[src/rtl/game_ctrl_pkg.sv]
// Shared types and IR code constants for the game flow sequencer and menu logic.
// The PAUSED encoding is always defined here. It is only reachable when GAME_FLOW_PAUSE_EN is defined.
package game_ctrl_pkg;

  localparam int unsigned IR_CODE_W = 32;
  localparam int unsigned HEALTH_W  = 3;
  localparam int unsigned DIGIT_W   = 2;
  localparam int unsigned STATE_W   = 3;

  typedef enum logic [STATE_W-1:0] {
    ST_START     = 3'd0,
    ST_COUNTDOWN = 3'd1,
    ST_PLAY      = 3'd2,
    ST_PAUSED    = 3'd3,
    ST_WIN       = 3'd4,
    ST_LOSE      = 3'd5
  } game_state_t;

  typedef enum logic [1:0] {
    IR_NONE    = 2'd0,
    IR_START   = 2'd1,
    IR_RESTART = 2'd2,
    IR_PAUSE   = 2'd3
  } ir_cmd_t;

  // Remote ships two different codes for the start button.
  localparam logic [IR_CODE_W-1:0] IR_CODE_START_A = 32'h20DF_5BA4;
  localparam logic [IR_CODE_W-1:0] IR_CODE_START_B = 32'h20DF_5AA5;
  localparam logic [IR_CODE_W-1:0] IR_CODE_RESTART = 32'h20DF_10EF;
  localparam logic [IR_CODE_W-1:0] IR_CODE_PAUSE   = 32'h20DF_906F;

  // Larger of two unsigned values, used when sizing shared counters.
  function automatic int unsigned max_u(input int unsigned a, input int unsigned b);
    return (a > b) ? a : b;
  endfunction

endpackage

[src/rtl/ir_cmd_decode.sv]
// Combinational IR command decoder: a qualified NEC code becomes a game command.
// Unknown codes and unqualified cycles decode to IR_NONE.
module ir_cmd_decode
  import game_ctrl_pkg::*;
(
  input  logic                 valid,
  input  logic [IR_CODE_W-1:0] code,
  output ir_cmd_t              cmd_c
);

  // Map the raw code to a command when the strobe is high.
  always_comb begin
    cmd_c = IR_NONE;
    if (valid) begin
      case (code)
        IR_CODE_START_A,
        IR_CODE_START_B: cmd_c = IR_START;
        IR_CODE_RESTART: cmd_c = IR_RESTART;
        IR_CODE_PAUSE:   cmd_c = IR_PAUSE;
        default:         cmd_c = IR_NONE;
      endcase
    end
  end

endmodule

[src/rtl/game_flow_ctrl.sv]
// Top-level game sequencer: START -> COUNTDOWN -> PLAY -> WIN/LOSE -> START.
// This is a Moore FSM. Every output is registered and is computed from the next state.
// Optional feature macro: GAME_FLOW_PAUSE_EN adds the PAUSED state, toggled by CMD_PAUSE.
module game_flow_ctrl
  import game_ctrl_pkg::*;
#(
  parameter int unsigned COUNTDOWN_FRAMES = 60,
  parameter int unsigned COUNTDOWN_START  = 3,
  parameter int unsigned END_HOLD_FRAMES  = 180
) (
  input  logic                 clk_in,
  input  logic                 rst_n_in,
  input  logic                 nf_in,
  input  logic                 ir_valid_in,
  input  logic [IR_CODE_W-1:0] ir_in,
  input  logic [HEALTH_W-1:0]  player_health_in,
  input  logic [HEALTH_W-1:0]  opponent_health_in,
  output logic [STATE_W-1:0]   state_out,
  output logic                 display_start_out,
  output logic                 play_active_out,
  output logic [DIGIT_W-1:0]   countdown_out,
  output logic                 round_start_out,
  output logic                 end_win_out,
  output logic                 end_lose_out
);

  localparam int unsigned FRAME_W = $clog2(max_u(COUNTDOWN_FRAMES, END_HOLD_FRAMES) + 1);
  localparam logic [FRAME_W-1:0] CD_LAST     = FRAME_W'(COUNTDOWN_FRAMES - 1);
  localparam logic [FRAME_W-1:0] HOLD_MAX    = FRAME_W'(END_HOLD_FRAMES);
  localparam logic [DIGIT_W-1:0] DIGIT_FIRST = DIGIT_W'(COUNTDOWN_START);
  localparam logic [DIGIT_W-1:0] DIGIT_ONE   = DIGIT_W'(1);

  logic [1:0]         rst_sync;
  logic               rst_n;
  ir_cmd_t            cmd;
  game_state_t        state_q;
  game_state_t        state_nxt;
  logic [FRAME_W-1:0] frame_q;
  logic [FRAME_W-1:0] frame_nxt;
  logic [DIGIT_W-1:0] digit_q;
  logic [DIGIT_W-1:0] digit_nxt;
  logic               round_start_nxt;

  // Reset is asserted asynchronously and released on a clock edge.
  always_ff @(posedge clk_in or negedge rst_n_in) begin
    if (!rst_n_in) rst_sync <= 2'b00;
    else           rst_sync <= {rst_sync[0], 1'b1};
  end

  assign rst_n = rst_sync[1];

  ir_cmd_decode u_ir_cmd_decode (
    .valid (ir_valid_in),
    .code  (ir_in),
    .cmd_c (cmd)
  );

  // Next state and counters. An IR transition takes priority over a coincident frame tick.
  always_comb begin
    state_nxt       = state_q;
    frame_nxt       = frame_q;
    digit_nxt       = digit_q;
    round_start_nxt = 1'b0;
    case (state_q)
      ST_START: begin
        if (cmd == IR_START) begin
          state_nxt = ST_COUNTDOWN;
          digit_nxt = DIGIT_FIRST;
          frame_nxt = '0;
        end
      end
      ST_COUNTDOWN: begin
        if (cmd == IR_RESTART) begin
          state_nxt = ST_START;
          frame_nxt = '0;
          digit_nxt = '0;
        end else if (nf_in) begin
          if (frame_q == CD_LAST) begin
            frame_nxt = '0;
            if (digit_q == DIGIT_ONE) begin
              state_nxt       = ST_PLAY;
              digit_nxt       = '0;
              round_start_nxt = 1'b1;
            end else begin
              digit_nxt = digit_q - DIGIT_ONE;
            end
          end else begin
            frame_nxt = frame_q + FRAME_W'(1);
          end
        end
      end
      ST_PLAY: begin
        if (cmd == IR_RESTART) begin
          state_nxt = ST_START;
          frame_nxt = '0;
          digit_nxt = '0;
        end
`ifdef GAME_FLOW_PAUSE_EN
        else if (cmd == IR_PAUSE) begin
          state_nxt = ST_PAUSED;
        end
`endif
        // Health is ignored during the reload cycle. A dead player takes priority over a dead opponent.
        else if (!round_start_out) begin
          if (player_health_in == '0) begin
            state_nxt = ST_LOSE;
            frame_nxt = '0;
          end else if (opponent_health_in == '0) begin
            state_nxt = ST_WIN;
            frame_nxt = '0;
          end
        end
      end
      ST_PAUSED: begin
`ifdef GAME_FLOW_PAUSE_EN
        if (cmd == IR_RESTART) begin
          state_nxt = ST_START;
          frame_nxt = '0;
          digit_nxt = '0;
        end else if (cmd == IR_PAUSE) begin
          state_nxt = ST_PLAY;
        end
`else
        state_nxt = ST_START;
        frame_nxt = '0;
        digit_nxt = '0;
`endif
      end
      ST_WIN, ST_LOSE: begin
        // A restart is only accepted once the hold time has elapsed. An early restart is dropped.
        if (cmd == IR_RESTART && frame_q == HOLD_MAX) begin
          state_nxt = ST_START;
          frame_nxt = '0;
        end else if (nf_in && frame_q != HOLD_MAX) begin
          frame_nxt = frame_q + FRAME_W'(1);
        end
      end
      default: begin
        state_nxt = ST_START;
        frame_nxt = '0;
        digit_nxt = '0;
      end
    endcase
  end

  // State, counters and registered screen flags derived from the next state.
  always_ff @(posedge clk_in or negedge rst_n) begin
    if (!rst_n) begin
      state_q           <= ST_START;
      frame_q           <= '0;
      digit_q           <= '0;
      display_start_out <= 1'b1;
      play_active_out   <= 1'b0;
      countdown_out     <= '0;
      round_start_out   <= 1'b0;
      end_win_out       <= 1'b0;
      end_lose_out      <= 1'b0;
    end else begin
      state_q           <= state_nxt;
      frame_q           <= frame_nxt;
      digit_q           <= digit_nxt;
      display_start_out <= (state_nxt == ST_START);
      play_active_out   <= (state_nxt == ST_PLAY);
      countdown_out     <= (state_nxt == ST_COUNTDOWN) ? digit_nxt : '0;
      round_start_out   <= round_start_nxt;
      end_win_out       <= (state_nxt == ST_WIN);
      end_lose_out      <= (state_nxt == ST_LOSE);
    end
  end

  assign state_out = state_q;

endmodule

[config.mk]
export PLATFORM = sky130hd
export DESIGN_NAME = game_flow_ctrl
export DESIGN_NICKNAME = d
export VERILOG_FILES = /design/src/rtl/game_ctrl_pkg.sv /design/src/rtl/ir_cmd_decode.sv /design/src/rtl/game_flow_ctrl.sv
export SDC_FILE = /design/constraint.sdc
export NUM_CORES = 1
export LEC_CHECK = 0
export BUFFER_PORTS_ARGS = -buffer_cell sky130_fd_sc_hd__buf_2
export CAP_MARGIN = 30
export CELL_PAD_IN_SITES_DETAIL_PLACEMENT = 0
export CELL_PAD_IN_SITES_GLOBAL_PLACEMENT = 2
export CORE_MARGIN = 3
export CORE_UTILIZATION = 25
export DETAILED_ROUTE_END_ITERATION = 8
export PLACE_DENSITY = 0.85
export RECOVER_POWER = 50
export SETUP_SLACK_MARGIN = 0.2
export SYNTH_ARGS = -nofsm -noshare
export SYNTH_HDL_FRONTEND = slang
export SYNTH_SLANG_ARGS = --single-unit
[constraint.sdc]
create_clock -name clk_in -period 0.8 [get_ports clk_in]
set_input_delay 0.12 -clock clk_in [delete_from_list [all_inputs] [get_ports clk_in]]
set_output_delay 0.12 -clock clk_in [all_outputs]
set_load 0.05 [all_outputs]
==> results of run 1 <==
-- through the flow --
step                      setup TNS (ns)  area [um^2]  worst slack, ns  hold slack, ns
after floorplan                   -20.48         1450            -1.35          -0.176
after global placement            -24.54         2210            -1.33         -0.0953
after detailed placement          -24.93         2210            -1.39         -0.0938
after CTS                         -23.51         2530            -1.22           0.150
after global routing              -25.91         2590            -1.31           0.149
final                             -23.83         2590            -1.25           0.162
-- power breakdown --
| group | internal [uW] | leakage [uW] | switching [uW] |
|---|---|---|---|
| clock network | 669 | 0.0000357 | 389 |
| registers | 1300 | 0.000252 | 102 |
| logic | 861 | 0.000895 | 638 |
-- registers in the layout (all words and copies together), names as in the netlist --
| signal | cells |
|---|---|
| countdown_out | 2 |
| digit_q | 2 |
| display_start_out | 1 |
| end_lose_out | 1 |
| end_win_out | 1 |
| frame_q | 8 |
| play_active_out | 1 |
| round_start_out | 1 |
| rst_sync | 2 |
| state_out | 3 |
-- cells by family after synthesis --
kind of cell,after synthesis,share of synthesized area [%]
XOR/XNOR,1,0.628
buffers and inverters,13,3.59
adder cells (fa/ha/maj),3,2.69
other,1,0.269
flip-flops,22,39.6
AO/OA/AOI/OAI,33,18.5
AND/OR/NAND/NOR,73,32.6
multiplexers,3,2.24
-- final cells by class --
type                    instances  share of cell area [%]
clock buffers                   3                    1.59
clock inverters                 1                    1.16
inverters                       9                    1.30
multi-input cells             114                    37.8
flip-flops and latches         22                    21.8
well taps                      70                    3.38
repair buffers                113                    32.9
-- worst max path at each step --
stage               slack (ns)                      to  depth (start not counted)
floorplan                -1.35  frame_q[1]$_DFFE_PN0P_                          7
global placement         -1.33  frame_q[3]$_DFFE_PN0P_                          8
detailed placement       -1.39  frame_q[2]$_DFFE_PN0P_                          8
CTS                      -1.22  frame_q[1]$_DFFE_PN0P_                          8
global route             -1.31  frame_q[1]$_DFFE_PN0P_                          8
finish                   -1.25  frame_q[1]$_DFFE_PN0P_                          8
-- layer usage --
layer  part of all wire (%)  track usage (%)
met5                      0                0
met4                   0.86             3.72
met3                    3.2             2.58
met2                     53             24.5
met1                     43             17.3
-- layout by cell type (no fill, tap or decap), drive strengths merged, types with 4 or more instances in the layout --
cell type	n
o211ai	7
clkbuf	4
nor2	11
buf	111
o21ai	4
nand2b	4
a21oi	4
or3	5
nor4	5
o2bb2ai	6
nand3	8
dfrtp	21
inv	9
nand2	12
-- timing repair --
item	in CTS	in global routing
setup endpoints to repair	30	30
hold endpoints to repair	2	0
gates resized for setup	55	14
setup buffers	2	2
pin swaps	21	8
hold buffers	1	0
==> impl_metrics.yaml, run 1 <==
outcome:
  violations: "negative setup slack"
  status: "finished, violations left"
floorplanning:
  io_pins: 52
  rows: 26
  core_um2: 5240
  start_util_pct: 26.6
  fp.dieH_um: 80.7
  die_area_um2: 6510
  die_w_um: 80.7
setup_path:
  critPathTopFamily: "simple AND/OR/NAND/NOR gates"
  cp_slowest_cell: "or4bb_4"
  critPathLaunchType: "flip-flop"
  critPathMaxFanout: 2
  cp.arrival_ns: 2.21
  worstSetupStartpoint: "frame_q[0]$_DFFE_PN0P_"
  reg2reg_to: "frame_q[1]$_DFFE_PN0P_"
  max_stage_delay_ns: 0.47
  crit_path_end_kind: "flip-flop"
  crit_chain: "inv_2, ha_4, and4b_2, nand3_2, or4bb_4, o311ai_4, and2_4, mux2_4"
  ff2ff_setup_slack_ns: -1.25
  critical_path_required_ns: 0.96
  r2r_cells: 8
  criticalPathCategory: "flip-flop to flip-flop"
  path_buf_inv: 1
  timing.rr.start: "frame_q[0]$_DFFE_PN0P_"
grt:
  antenna_found_initial: 0
  grt_pass1_vias: 1581
  overflow: 0
  grt_usage_pct: 13.9
  grt_pass1_wl_um: 7080
  grt_max_degree: 21
place:
  dp_cells: 323
  io_buffers: 51
  hpwl_um: 3300
  routabilityCongestion: 0.763
synthesis:
  synthTopCellsByCount: "21 x dfrtp_1, 12 x nand2_1, 11 x nor2_1"
  syn_area_um2: 1400
  syn-num-nets: 194
  yosys_warnings: 0
  synth_top_area_share_pct: 37.7
  syn_inst: 149
  yosysTopAreaCell: "dfrtp_1"
  synthArstFlopShare_pct: 100
  ys.flop_type: "dfrtp_1"
  yosysUniqueCellTypes: 48
  ys_ff_latch: 22
  seq_area_frac_synth_pct: 39.6
  avgSynthCellArea_um2: 9.36
  yosys-top-cells-area: "dfrtp_1 38%, o211ai_1 3.8%, o2bb2ai_1 3.8%"
  synth_edf_count: 0
  yosysMostFrequentCell: "dfrtp_1"
sta:
  layout_setup_ws_ns: -1.25
  slew_viol_final: 0
  finClkSkew_ns: 0.00260
  hold_viol_final: 0
  min_period_over_period_pct: 256
  finalSetupViolCount: 30
  rsz0062_at_grt: "true"
  period_needed_ns: 2.05
  max_freq_ghz: 0.488
layout:
  utilization_pct: 49.5
  seqCellArea_um2: 564
  layout-drive-gt1-share_pct: 61.5
  multi_input_area_um2: 980
  num-fill-cells: 497
  fin_nets: 308
  num_antenna_cells: 0
  final_cells: 332
  syn_to_final_growth_pct: 85.6
flow_run:
  maxCapViolCount: 0
clock_network:
  cts_buffers: 3
  clk_latency_ns: 0.26
  cts.sinks: 22
  cts-root-buf: "clkbuf_8"
  cts-htree-levels: 1
  clock_path_buffers: 2
  cts_tree: "built"
  clk_pin_slew_ns: 0.09
routing:
  vias: 1573
  wl_um: 4170
  drtPass1Iterations: 4
  ant_nets: 0
  viasPerCell: 4.74
  wire_per_inst_um: 12.5
  drtIter0Drc: 49
  drc: 0
power:
  p_per_area_nw_per_um2: 1530
  vdd_drop_max_mv: 0.854
  total_power_uw: 3960
  leakage_uw: 0.00118
worst_hold_path:
  min_path_type: "primary input to async pin"
No activity file was read; power rests on OpenSTA's default activity.
==> inputs of run 2 (changes only) <==
CORE_UTILIZATION = 26   (was 25)
PLACE_DENSITY = 0.86   (was 0.85)
SYNTH_HIERARCHICAL = 1   (was default)
==> impl_metrics.yaml, run 2 <==
outcome:
  status: "finished, violations left"
  violations: "negative setup slack"
setup_path:
  critPathLaunchType: "primary input"
  cp.arrival_ns: 2.28
  criticalPathCategory: "primary input to flip-flop"
  reg2reg_to: "frame_q[7]$_DFFE_PN0P_"
  timing.rr.start: "frame_q[0]$_DFFE_PN0P_"
  r2r_cells: 7
  crit_path_end_kind: "flip-flop"
  ff2ff_setup_slack_ns: -1.09
  worstSetupStartpoint: "ir_in[13]"
  endpoint: "frame_q[7]$_DFFE_PN0P_"
  critical_path_required_ns: 0.94
  critPathMaxFanout: 5
synthesis:
  synth_edf_count: 0
  yosysMostFrequentCell: "dfrtp_1"
  synthTopCellsByCount: "21 x dfrtp_1, 11 x and3_1, 11 x nor2_1"
  yosysTopAreaCell: "dfrtp_1"
  syn-num-nets: 176
  seq_area_frac_synth_pct: 40.9
  ys.flop_type: "dfrtp_1"
  yosysUniqueCellTypes: 49
  synthArstFlopShare_pct: 100
  synth_top_area_share_pct: 39.0
  avgSynthCellArea_um2: 10.3
  yosys_warnings: 6
  yosys-top-cells-area: "dfrtp_1 39%, and3_1 5.1%, nand3_1 3.3%"
  syn_area_um2: 1350
  syn_inst: 131
  ys_ff_latch: 22
layout:
  syn_to_final_growth_pct: 61.8
  num-fill-cells: 469
  final_cell_area_um2: 2180
  largest-register: "frame_q"
  largest_register_ffs: 8
  final_common_cell: "buf_2"
  multi_input_area_um2: 838
  seqCellArea_um2: 564
  fin_nets: 268
  layout-drive-gt1-share_pct: 55.0
  num_antenna_cells: 0
  final_cell_mix: "39 x buf_2, 30 x buf_4, 13 x buf_6"
routing:
  wl_um: 3670
  drtIter0Drc: 27
  wire_per_inst_um: 12.7
  vias: 1369
  drtPass1Iterations: 4
  drc: 0
  ant_nets: 0
  viasPerCell: 4.74
sta:
  min_period_over_period_pct: 267
  slew_viol_final: 0
  worst_pin_slew_ns: 0.510
  finalSetupViolCount: 30
  finalSetupTns_ns: -25.24
  finClkSkew_ns: 0.00503
  hold_viol_final: 0
  finalHoldWorstSlack_ns: 0.175
  period_needed_ns: 2.14
  relSlewSlack_pct: 66.0
  layout_setup_ws_ns: -1.34
  rsz0062_at_grt: "true"
  max_freq_ghz: 0.467
clock_network:
  clk_latency_ns: 0.25
  clock_path_buffers: 2
  cts_tree: "built"
  cts-root-buf: "clkbuf_8"
  clk_pin_slew_ns: 0.07
  cts.sinks: 22
  cts_buffers: 3
  cts-htree-levels: 1
floorplanning:
  rows: 25
  start_util_pct: 27.6
  fp.dieH_um: 78.0
  core_um2: 4880
  io_pins: 52
  die_area_um2: 6080
  die_w_um: 78.0
grt:
  overflow: 0
  grt_pass1_vias: 1356
  grt_pass1_wl_um: 5950
  grt_usage_pct: 11.8
  grt_max_degree: 21
  antenna_found_initial: 0
flow_run:
  maxCapViolCount: 0
power:
  leakage_uw: 0.000992
  p_per_area_nw_per_um2: 1320
  total_power_uw: 2890
  vdd_drop_max_mv: 0.875
place:
  hpwl_um: 2940
  routabilityCongestion: 0.750
  io_buffers: 51
  placed_cell_area_um2: 2000
worst_hold_path:
  min_path_type: "primary input to async pin"
-- run 2: cell types whose count changed after synthesis, moves of 3 or more --
| cell | change |
|---|---|
| a221o_1 | +3 |
| o2bb2ai_1 | -5 |
| or3_1 | -4 |
| or4_1 | -3 |
| inv_1 | -4 |
| o211ai_1 | -6 |
| a21o_1 | +3 |
| clkbuf_1 | -3 |
| and3_1 | +8 |
| a211o_1 | +3 |
| nand2_1 | -7 |
-- run 2: final cells by class --
cell class	instances	share of cell area (%)
clock buffer	4	2.07
timing repair buffer	88	28.9
tap	67	3.84
sequential	22	25.9
multi-input combinational	103	38.4
inverter	5	0.861
-- run 2: critical path, stage by stage --
cell      delay (ns)
buf_6           0.09
nand4b_1        0.17
or4b_4          0.53
a211oi_4        0.19
or3b_4          0.44
a32oi_4         0.25
nand2_2         0.13
a221o_1         0.36
-- run 2: routing by layer --
layer  global-route usage, %  routed length (um)  vias up
met5                       0                   0        -
met4                    2.62                  16        0
met3                    2.67                 285        2
met2                    22.1                1840       43
met1                    13.7                1540      642
li1                        -                   -      682
-- run 2: how the worst min path moves through the flow --
| stage | depth (start not counted) | startpoint | slack, ns | endpoint |
|---|---|---|---|---|
| floorplan | 0 | rst_n_in | -0.18 | rst_sync[0]$_DFF_PN0_ |
| global placement | 1 | rst_n_in | -0.09 | rst_sync[0]$_DFF_PN0_ |
| detailed placement | 1 | rst_n_in | -0.09 | rst_sync[0]$_DFF_PN0_ |
| CTS | 2 | rst_n_in | 0.17 | rst_sync[1]$_DFF_PN0_ |
| global route | 2 | rst_n_in | 0.19 | rst_sync[0]$_DFF_PN0_ |
| finish | 2 | rst_n_in | 0.18 | rst_sync[0]$_DFF_PN0_ |
-- run 2: through the flow --
step	worst slack [ns]	std cells	utilization, %
2_1_floorplan	-1.39	131	-
3_3_place_gp	-1.61	283	40.9
3_5_place_dp	-1.64	283	40.9
4_1_cts	-1.32	289	44.3
5_1_grt	-1.41	289	44.7
6_report	-1.34	289	44.7
-- run 2: timing repair --
| item | CTS | global route |
|---|---|---|
| hold endpoints to repair | 2 | 0 |
| pin swaps | 1 | 2 |
| resized for setup | 29 | 6 |
| hold buffers | 1 | 0 |
| endpoints found under the setup margin | 30 | 30 |
| buffers inserted | 1 | 0 |
-- run 2: kinds of logic after synthesis --
| kind of cell | synth area share (%) |
|---|---|
| AOI/OAI and AO/OA | 17.8 |
| xor gates and xnor gates | 1.30 |
| adders and majority gates | 2.79 |
| buffers and inverters | 2.23 |
| DFF | 40.9 |
| muxes | 1.86 |
| other | 0.278 |
| and+or+nand+nor | 32.8 |
-- run 2: report_power, final --
part	total, uW	internal [uW]	switching (uW)
Clock	677	354	323
Combinational	893	528	365
Sequential	1320	1220	98.7
